**src/rtl/mem_arbiter_pkg.sv**
```systemverilog
// Shared types and sizing for the two-master memory arbiter.
package mem_arbiter_pkg;

  typedef enum logic [1:0] {
    IDLE  = 2'd0,
    ISSUE = 2'd1,
    WAIT  = 2'd2,
    DONE  = 2'd3
  } state_t;

  typedef enum logic {
    OWN_CPU = 1'b0,
    OWN_DMA = 1'b1
  } owner_t;

  localparam int RD_LAT_MAX = 4;
  // Counter only has to reach RD_LAT_MAX-1, since WAIT starts counting at zero.
  localparam int WAIT_CNT_W = $clog2(RD_LAT_MAX);

endpackage

```
**src/rtl/mem_arbiter_if.sv**
```systemverilog
// Bus bundle: CPU master, DMA master and memory side of the arbiter.
// slave = arbiter view, master = masters/memory view.
interface mem_arbiter_if #(
  parameter int ADDR_W = 16,
  parameter int DATA_W = 8
);

  logic              cpu_req;
  logic              cpu_we;
  logic [ADDR_W-1:0] cpu_addr;
  logic [DATA_W-1:0] cpu_wdata;
  logic [DATA_W-1:0] cpu_rdata;
  logic              cpu_ack;

  logic              dma_req;
  logic              dma_we;
  logic [ADDR_W-1:0] dma_addr;
  logic [DATA_W-1:0] dma_wdata;
  logic [DATA_W-1:0] dma_rdata;
  logic              dma_ack;

  logic              mem_en;
  logic              mem_we;
  logic [ADDR_W-1:0] mem_addr;
  logic [DATA_W-1:0] mem_wdata;
  logic [DATA_W-1:0] mem_rdata;

  logic              busy;
  logic              owner;

  modport slave (
    input  cpu_req, cpu_we, cpu_addr, cpu_wdata,
    input  dma_req, dma_we, dma_addr, dma_wdata,
    input  mem_rdata,
    output cpu_rdata, cpu_ack, dma_rdata, dma_ack,
    output mem_en, mem_we, mem_addr, mem_wdata,
    output busy, owner
  );

  modport master (
    output cpu_req, cpu_we, cpu_addr, cpu_wdata,
    output dma_req, dma_we, dma_addr, dma_wdata,
    output mem_rdata,
    input  cpu_rdata, cpu_ack, dma_rdata, dma_ack,
    input  mem_en, mem_we, mem_addr, mem_wdata,
    input  busy, owner
  );

endinterface

```
**src/rtl/mem_arbiter_arb2.sv**
```systemverilog
// Two-request grant logic. MEM_ARBITER_RR_EN selects round-robin on ties;
// undefined gives fixed CPU priority.
module mem_arbiter_arb2
  import mem_arbiter_pkg::*;
(
  input  logic [1:0] i_req,
  input  owner_t     i_owner,
  output logic       o_valid,
  output owner_t     o_gnt
);

`ifdef MEM_ARBITER_RR_EN
  localparam bit RR_EN = 1'b1;
`else
  localparam bit RR_EN = 1'b0;
`endif

  // Grant select: bit 0 = CPU, bit 1 = DMA; only a tie consults the mode.
  always_comb begin
    o_valid = |i_req;
    o_gnt   = OWN_CPU;
    case (i_req)
      2'b01: o_gnt = OWN_CPU;
      2'b10: o_gnt = OWN_DMA;
      2'b11: begin
        if (RR_EN) begin
          o_gnt = (i_owner == OWN_CPU) ? OWN_DMA : OWN_CPU;
        end else begin
          o_gnt = OWN_CPU;
        end
      end
      default: o_gnt = OWN_CPU;
    endcase
  end

endmodule

```
**src/rtl/mem_arbiter.sv**
```systemverilog
// Serialises CPU and DMA accesses onto a single-port memory, one transaction
// per grant. Tie policy set by MEM_ARBITER_RR_EN (see mem_arbiter_arb2).
module mem_arbiter
  import mem_arbiter_pkg::*;
#(
  parameter int ADDR_W = 16,
  parameter int DATA_W = 8,
  parameter int RD_LAT = 1
) (
  input logic          clk,
  input logic          resetn,
  mem_arbiter_if.slave bus
);

  localparam logic [WAIT_CNT_W-1:0] LAST_WAIT = WAIT_CNT_W'(RD_LAT - 1);

  state_t              r_state, w_state_nxt;
  logic [WAIT_CNT_W-1:0] r_wait_cnt, w_wait_cnt_nxt;
  owner_t              r_owner, w_owner_nxt;
  logic                r_mem_en, w_mem_en_nxt;
  logic                r_mem_we, w_mem_we_nxt;
  logic [ADDR_W-1:0]   r_mem_addr, w_mem_addr_nxt;
  logic [DATA_W-1:0]   r_mem_wdata, w_mem_wdata_nxt;
  logic [DATA_W-1:0]   r_cpu_rdata, w_cpu_rdata_nxt;
  logic [DATA_W-1:0]   r_dma_rdata, w_dma_rdata_nxt;
  logic                r_cpu_ack, w_cpu_ack_nxt;
  logic                r_dma_ack, w_dma_ack_nxt;
  logic                r_busy, w_busy_nxt;

  logic                w_gnt_valid;
  owner_t              w_gnt;

  mem_arbiter_arb2 u_arb2 (
    .i_req   ({bus.dma_req, bus.cpu_req}),
    .i_owner (r_owner),
    .o_valid (w_gnt_valid),
    .o_gnt   (w_gnt)
  );

  // Next-state and next-output computation; every output is registered below.
  always_comb begin
    w_state_nxt     = r_state;
    w_wait_cnt_nxt  = r_wait_cnt;
    w_owner_nxt     = r_owner;
    w_mem_en_nxt    = 1'b0;
    w_mem_we_nxt    = 1'b0;
    w_mem_addr_nxt  = r_mem_addr;
    w_mem_wdata_nxt = r_mem_wdata;
    w_cpu_rdata_nxt = r_cpu_rdata;
    w_dma_rdata_nxt = r_dma_rdata;
    case (r_state)
      IDLE: begin
        if (w_gnt_valid) begin
          w_owner_nxt  = w_gnt;
          w_mem_en_nxt = 1'b1;
          if (w_gnt == OWN_DMA) begin
            w_mem_we_nxt    = bus.dma_we;
            w_mem_addr_nxt  = bus.dma_addr;
            w_mem_wdata_nxt = bus.dma_wdata;
          end else begin
            w_mem_we_nxt    = bus.cpu_we;
            w_mem_addr_nxt  = bus.cpu_addr;
            w_mem_wdata_nxt = bus.cpu_wdata;
          end
          w_state_nxt = ISSUE;
        end else begin
          w_state_nxt = IDLE;
        end
      end
      ISSUE: begin
        // r_mem_we still carries the granted direction during ISSUE.
        if (r_mem_we) begin
          w_state_nxt = DONE;
        end else begin
          w_wait_cnt_nxt = {WAIT_CNT_W{1'b0}};
          w_state_nxt    = WAIT;
        end
      end
      WAIT: begin
        if (r_wait_cnt == LAST_WAIT) begin
          if (r_owner == OWN_DMA) begin
            w_dma_rdata_nxt = bus.mem_rdata;
          end else begin
            w_cpu_rdata_nxt = bus.mem_rdata;
          end
          w_state_nxt = DONE;
        end else begin
          w_wait_cnt_nxt = r_wait_cnt + WAIT_CNT_W'(1);
          w_state_nxt    = WAIT;
        end
      end
      DONE:    w_state_nxt = IDLE;
      default: w_state_nxt = IDLE;
    endcase
    w_busy_nxt    = (w_state_nxt != IDLE);
    w_cpu_ack_nxt = (w_state_nxt == DONE) && (w_owner_nxt == OWN_CPU);
    w_dma_ack_nxt = (w_state_nxt == DONE) && (w_owner_nxt == OWN_DMA);
  end

  // State and output registers with synchronous active-low reset.
  always_ff @(posedge clk) begin
    if (!resetn) begin
      r_state     <= IDLE;
      r_wait_cnt  <= {WAIT_CNT_W{1'b0}};
      r_owner     <= OWN_DMA;
      r_mem_en    <= 1'b0;
      r_mem_we    <= 1'b0;
      r_mem_addr  <= {ADDR_W{1'b0}};
      r_mem_wdata <= {DATA_W{1'b0}};
      r_cpu_rdata <= {DATA_W{1'b0}};
      r_dma_rdata <= {DATA_W{1'b0}};
      r_cpu_ack   <= 1'b0;
      r_dma_ack   <= 1'b0;
      r_busy      <= 1'b0;
    end else begin
      r_state     <= w_state_nxt;
      r_wait_cnt  <= w_wait_cnt_nxt;
      r_owner     <= w_owner_nxt;
      r_mem_en    <= w_mem_en_nxt;
      r_mem_we    <= w_mem_we_nxt;
      r_mem_addr  <= w_mem_addr_nxt;
      r_mem_wdata <= w_mem_wdata_nxt;
      r_cpu_rdata <= w_cpu_rdata_nxt;
      r_dma_rdata <= w_dma_rdata_nxt;
      r_cpu_ack   <= w_cpu_ack_nxt;
      r_dma_ack   <= w_dma_ack_nxt;
      r_busy      <= w_busy_nxt;
    end
  end

  assign bus.mem_en    = r_mem_en;
  assign bus.mem_we    = r_mem_we;
  assign bus.mem_addr  = r_mem_addr;
  assign bus.mem_wdata = r_mem_wdata;
  assign bus.cpu_rdata = r_cpu_rdata;
  assign bus.dma_rdata = r_dma_rdata;
  assign bus.cpu_ack   = r_cpu_ack;
  assign bus.dma_ack   = r_dma_ack;
  assign bus.busy      = r_busy;
  assign bus.owner     = r_owner;

endmodule

```
**src/flat_wrapper.sv**
```systemverilog
// flat-port wrapper written by rule: the top's interface ports become plain ports
module mem_arbiter_flat import mem_arbiter_pkg::*;
#(
  parameter int ADDR_W = 16,
  parameter int DATA_W = 8,
  parameter int RD_LAT = 1
)
  (clk, resetn, bus_cpu_req, bus_cpu_we, bus_cpu_addr, bus_cpu_wdata, bus_dma_req, bus_dma_we, bus_dma_addr, bus_dma_wdata, bus_mem_rdata, bus_cpu_rdata, bus_cpu_ack, bus_dma_rdata, bus_dma_ack, bus_mem_en, bus_mem_we, bus_mem_addr, bus_mem_wdata, bus_busy, bus_owner);
  mem_arbiter_if #(.ADDR_W(ADDR_W), .DATA_W(DATA_W)) bus_i ();
  input logic clk;
  input logic resetn;
  input wire logic [$bits(bus_i.cpu_req)-1:0] bus_cpu_req;
  input wire logic [$bits(bus_i.cpu_we)-1:0] bus_cpu_we;
  input wire logic [$bits(bus_i.cpu_addr)-1:0] bus_cpu_addr;
  input wire logic [$bits(bus_i.cpu_wdata)-1:0] bus_cpu_wdata;
  input wire logic [$bits(bus_i.dma_req)-1:0] bus_dma_req;
  input wire logic [$bits(bus_i.dma_we)-1:0] bus_dma_we;
  input wire logic [$bits(bus_i.dma_addr)-1:0] bus_dma_addr;
  input wire logic [$bits(bus_i.dma_wdata)-1:0] bus_dma_wdata;
  input wire logic [$bits(bus_i.mem_rdata)-1:0] bus_mem_rdata;
  output wire logic [$bits(bus_i.cpu_rdata)-1:0] bus_cpu_rdata;
  output wire logic [$bits(bus_i.cpu_ack)-1:0] bus_cpu_ack;
  output wire logic [$bits(bus_i.dma_rdata)-1:0] bus_dma_rdata;
  output wire logic [$bits(bus_i.dma_ack)-1:0] bus_dma_ack;
  output wire logic [$bits(bus_i.mem_en)-1:0] bus_mem_en;
  output wire logic [$bits(bus_i.mem_we)-1:0] bus_mem_we;
  output wire logic [$bits(bus_i.mem_addr)-1:0] bus_mem_addr;
  output wire logic [$bits(bus_i.mem_wdata)-1:0] bus_mem_wdata;
  output wire logic [$bits(bus_i.busy)-1:0] bus_busy;
  output wire logic [$bits(bus_i.owner)-1:0] bus_owner;
  assign bus_i.cpu_req = bus_cpu_req;
  assign bus_i.cpu_we = bus_cpu_we;
  assign bus_i.cpu_addr = bus_cpu_addr;
  assign bus_i.cpu_wdata = bus_cpu_wdata;
  assign bus_i.dma_req = bus_dma_req;
  assign bus_i.dma_we = bus_dma_we;
  assign bus_i.dma_addr = bus_dma_addr;
  assign bus_i.dma_wdata = bus_dma_wdata;
  assign bus_i.mem_rdata = bus_mem_rdata;
  assign bus_cpu_rdata = bus_i.cpu_rdata;
  assign bus_cpu_ack = bus_i.cpu_ack;
  assign bus_dma_rdata = bus_i.dma_rdata;
  assign bus_dma_ack = bus_i.dma_ack;
  assign bus_mem_en = bus_i.mem_en;
  assign bus_mem_we = bus_i.mem_we;
  assign bus_mem_addr = bus_i.mem_addr;
  assign bus_mem_wdata = bus_i.mem_wdata;
  assign bus_busy = bus_i.busy;
  assign bus_owner = bus_i.owner;
  mem_arbiter #(.ADDR_W(ADDR_W), .DATA_W(DATA_W), .RD_LAT(RD_LAT)) u_core (.clk(clk), .resetn(resetn), .bus(bus_i));
endmodule
```
**config.mk**
```make
export PLATFORM = sky130hd
export DESIGN_NAME = mem_arbiter_flat
export DESIGN_NICKNAME = d
export VERILOG_FILES = /design/src/rtl/mem_arbiter_pkg.sv /design/src/rtl/mem_arbiter_if.sv /design/src/rtl/mem_arbiter_arb2.sv /design/src/rtl/mem_arbiter.sv /design/src/flat_wrapper.sv
export SDC_FILE = /design/constraint.sdc
export NUM_CORES = 1
export LEC_CHECK = 0
export CAP_MARGIN = 20
export CORE_ASPECT_RATIO = 0.7
export CORE_MARGIN = 5
export CORE_UTILIZATION = 39
export CTS_BUF_LIST = sky130_fd_sc_hd__clkbuf_16
export DETAILED_ROUTE_END_ITERATION = 12
export PLACE_DENSITY_LB_ADDON = 0.3
export SYNTH_ARGS = -nofsm -noshare
export SYNTH_HDL_FRONTEND = slang
export SYNTH_SLANG_ARGS = --single-unit
```
**constraint.sdc**
```tcl
create_clock -name clk -period 1.9 [get_ports clk]
set_clock_uncertainty 0.1 [all_clocks]
set_input_delay 0.38 -clock clk [delete_from_list [all_inputs] [get_ports clk]]
set_output_delay 0.38 -clock clk [all_outputs]
set_load 0.02 [all_outputs]
```
==> results.cfg <==
[grt]
gr-total-overflow = 0
globalRouteTotalUtil = 0.155
grt_pass1_vias = 1766
antenna_found_initial = 0
grt_pass1_wl_um = 8800
pin_count_of_the_biggest_net_entering_global_routing = 39

[routing]
route.vias.total = 1915
drc_errors = 0
route.detailed.vias_per_inst = 4.71
antenna_left = 0
drt-total-wl_um = 5630
iteration_0_drc_count_of_the_detailed_router = 47
wl_per_cell_um = 13.8
drt_first_pass_iters = 4

[setup_path]
crit_path_cell_trace = clkdlybuf4s50_1
critPathCaptureType = primary output
critical_path_class = reg2out
arrival_time_worst_endpoint_ns = 1.32
cp.buffers_inverters = 1
worstPathMaxFanout = 4
cpLargestDelayFamily = buffers and inverters
worst_setup_path_start_kind = flop
cp.required_ns = 1.42
critical-path-slowest-cell = clkdlybuf4s50_1
critPathMaxStageDelay_ns = 0.65

[sta]
share_of_the_clock_period_used_by_the_worst_path_after_layout = 0.945
holdWs_ns = 0.368
max_freq_mhz = 557
timing.final.ws_setup_ns = 0.105
rsz_0062_raised_after_global_routing = no
max_slew_margin = 0.625
final_max_slew_viol_count = 0
worstMarginPinSlew_ns = 0.560
setup-violations-final = 0
period_needed_ns = 1.80
final-hold-violation-count = 0

[synthesis]
synthMuxAreaShare = 0.0766
synth-adder-area-share = 0.0299
synth_top_family_by_area = compound AO/OA/AOI/OAI gates
post_synth_and_or_nand_nor_area_fraction = 0.180
netlist_top_cells_area = dfxtp_1 (48%), a22o_1 (8.8%), nand2_1 (8.8%)
yosys.area.top_type = dfxtp_1
synthesis.area_um2 = 2090
synthDominantCellAreaShare = 0.478
synth.yosys.seq_area_share = 0.478
synth-compound-area-share = 0.191
post_synth_inst_count = 228
synth.yosys.warnings = 0
syn-num-nets = 295
synth-seq-cells = 50
postSynthAreaPerCell_um2 = 9.18
yosys.area_share.xor_xnor = 0
number_of_distinct_library_cells_after_synthesis = 26

[flow_run]
max_cap_violations = 0

[cts]
clock-root-buffer = clkbuf_16
post-cts-setup-buffer-count = 0
cts_made_buffers = 5
htreeDepth = 2
cts.sinks = 50
tritoncts_clock_tree = done
cts_max_path_buffers = 2
worst_setup_hold_path_clk_slew_ns = 0.06
worst_skew_pair.late_latency_ns = 0.28

[die]
floorplan.initialDensity = 0.400
die_x_um = 97.5
core_region_area_um2 = 5230
row_count = 22
number_of_top_level_design_ports = 108
die_area_um2 = 6950
die_boundary_height_um = 71.3

[placed_design]
dpl_worst_slack_ns = -0.0610
place.detailed.hpwl_um = 4260
post-place-cells = 399
place_congestion = 0.747
placement.io_buffers = 107

[power]
vdd_ir_drop_max_uv = 536
power.clock.fraction = 0.223
power.static_leakage_uw = 0.00141
power.density_cell_area_nw_per_um2 = 1090
net_switching_component_of_the_power_uw = 1200
internal-power_uw = 2500
p_sw_frac = 0.324
sequentialPowerShare = 0.373
share_comb_of_total_power = 0.404

[cells_and_area]
layout_commonest_cell = clkdlybuf4s50_1
synthToLayoutAreaGrowth_pct = 62.0
final_layout_size_suffix_gt1_frac = 0.0507
final-instance-count-excl-fill = 407
layout.nets = 401
mostFrequentLayoutCells = clkdlybuf4s50_1 (107), dfxtp_1 (50), nand2_1 (49)
antennaDiodeCount = 0

[status]
outcome = completed

[worst_hold_path]
min-delay-path-class = reg2reg
-- worst paths after layout --
kind	startpoint	to	slack, ns	cells past startpoint
worst max-delay path	u_core.bus.owner	bus_owner	0.10	1
worst min-delay path	u_core.bus.mem_wdata[6]	u_core.bus.mem_wdata[6]	0.37	1
worst max register to register	u_core.r_state[0]	u_core.bus.dma_rdata[1]	0.18	5
worst min register to register	u_core.bus.mem_wdata[6]	u_core.bus.mem_wdata[6]	0.37	1
-- metal layers --
| metal | vias up | GRT usage | wire [um] |
|---|---|---|---|
| met2 | 48 | 0.248 | 2640 |
| met5 | - | 0 | 0 |
| li1 | 992 | - | - |
| met1 | 871 | 0.201 | 2550 |
| met3 | 4 | 0.0584 | 408 |
| met4 | 0 | 0.0323 | 32 |
-- kinds of logic (layout without fill, tap and decap cells) --
| family | after synthesis | in the layout |
|---|---|---|
| AO/OA/AOI/OAI | 57 | 57 |
| adder cells (fa/ha/maj) | 5 | 5 |
| buffers and inverters | 20 | 127 |
| flip-flops | 50 | 50 |
| multiplexers | 16 | 16 |
| AND/OR/NAND/NOR | 80 | 80 |
-- cell usage after synthesis --
| library cell | count |
|---|---|
| nand2_1 | 49 |
| buf_6 | 1 |
| nand3b_1 | 1 |
| a21o_1 | 1 |
| dfxtp_1 | 50 |
| nand3_1 | 2 |
| o2bb2ai_1 | 3 |
| mux2i_1 | 16 |
| a221o_1 | 1 |
| a21oi_1 | 1 |
| and3_4 | 1 |
| buf_2 | 7 |
| o21ai_1 | 1 |
| and2_1 | 3 |
| inv_1 | 4 |
| o21ai_0 | 21 |
| a22oi_1 | 5 |
| nor2b_1 | 18 |
| or3b_4 | 1 |
| o22ai_1 | 2 |
| ha_1 | 5 |
| nor2_1 | 4 |
| clkbuf_1 | 8 |
| a22o_1 | 21 |
| or2_1 | 1 |
| o21a_1 | 1 |
-- power groups by stage --
stage / Sequential, uW / Combinational [uW] / Clock (uW)
2_1_floorplan: 1630 / 590 / 0
3_3_place_gp: 1400 / 1470 / 0
3_5_place_dp: 1400 / 1500 / 0
4_1_cts: 1380 / 1520 / 854
5_1_grt: 1410 / 1600 / 899
6_report: 1380 / 1500 / 825
-- per-stage QoR --
step	utilization	TNS (ns)	total power [uW]	instance area [um2]
detailed placement	0.621	-0.853	2900	3250
global route	0.648	0	3910	3390
global placement	0.621	0	2860	3250
CTS	0.648	0	3750	3390
floorplan	-	0	2220	2090
finish	0.648	0	3700	3390
-- registers in the layout, indices dropped and copies added (netlist names) --
name,count
u_core.bus.mem_addr,16
u_core.bus.mem_en,1
u_core.bus.cpu_rdata,8
u_core.bus.cpu_ack,1
u_core.bus.dma_ack,1
u_core.bus.mem_we,1
u_core.r_wait_cnt,2
u_core.bus.mem_wdata,8
u_core.bus.owner,1
u_core.bus.busy,1
u_core.bus.dma_rdata,8
u_core.r_state,2
-- area by class of cell --
cell class	instances	area, um2
clock buffers	5	125
clock inverters	3	12.5
fillers	459	1840
inverters	4	15.0
multi-input cells	158	1000
flip-flops and latches	50	1000
well taps	72	90.1
repair buffers	115	1140
-- what timing repair did --
item | 4_1_cts | 5_1_grt
gates resized for setup | 0 | 1
endpoints found under the setup margin | 0 | 2
hold buffers | 0 | 0
(Power assumes the default switching activity.)
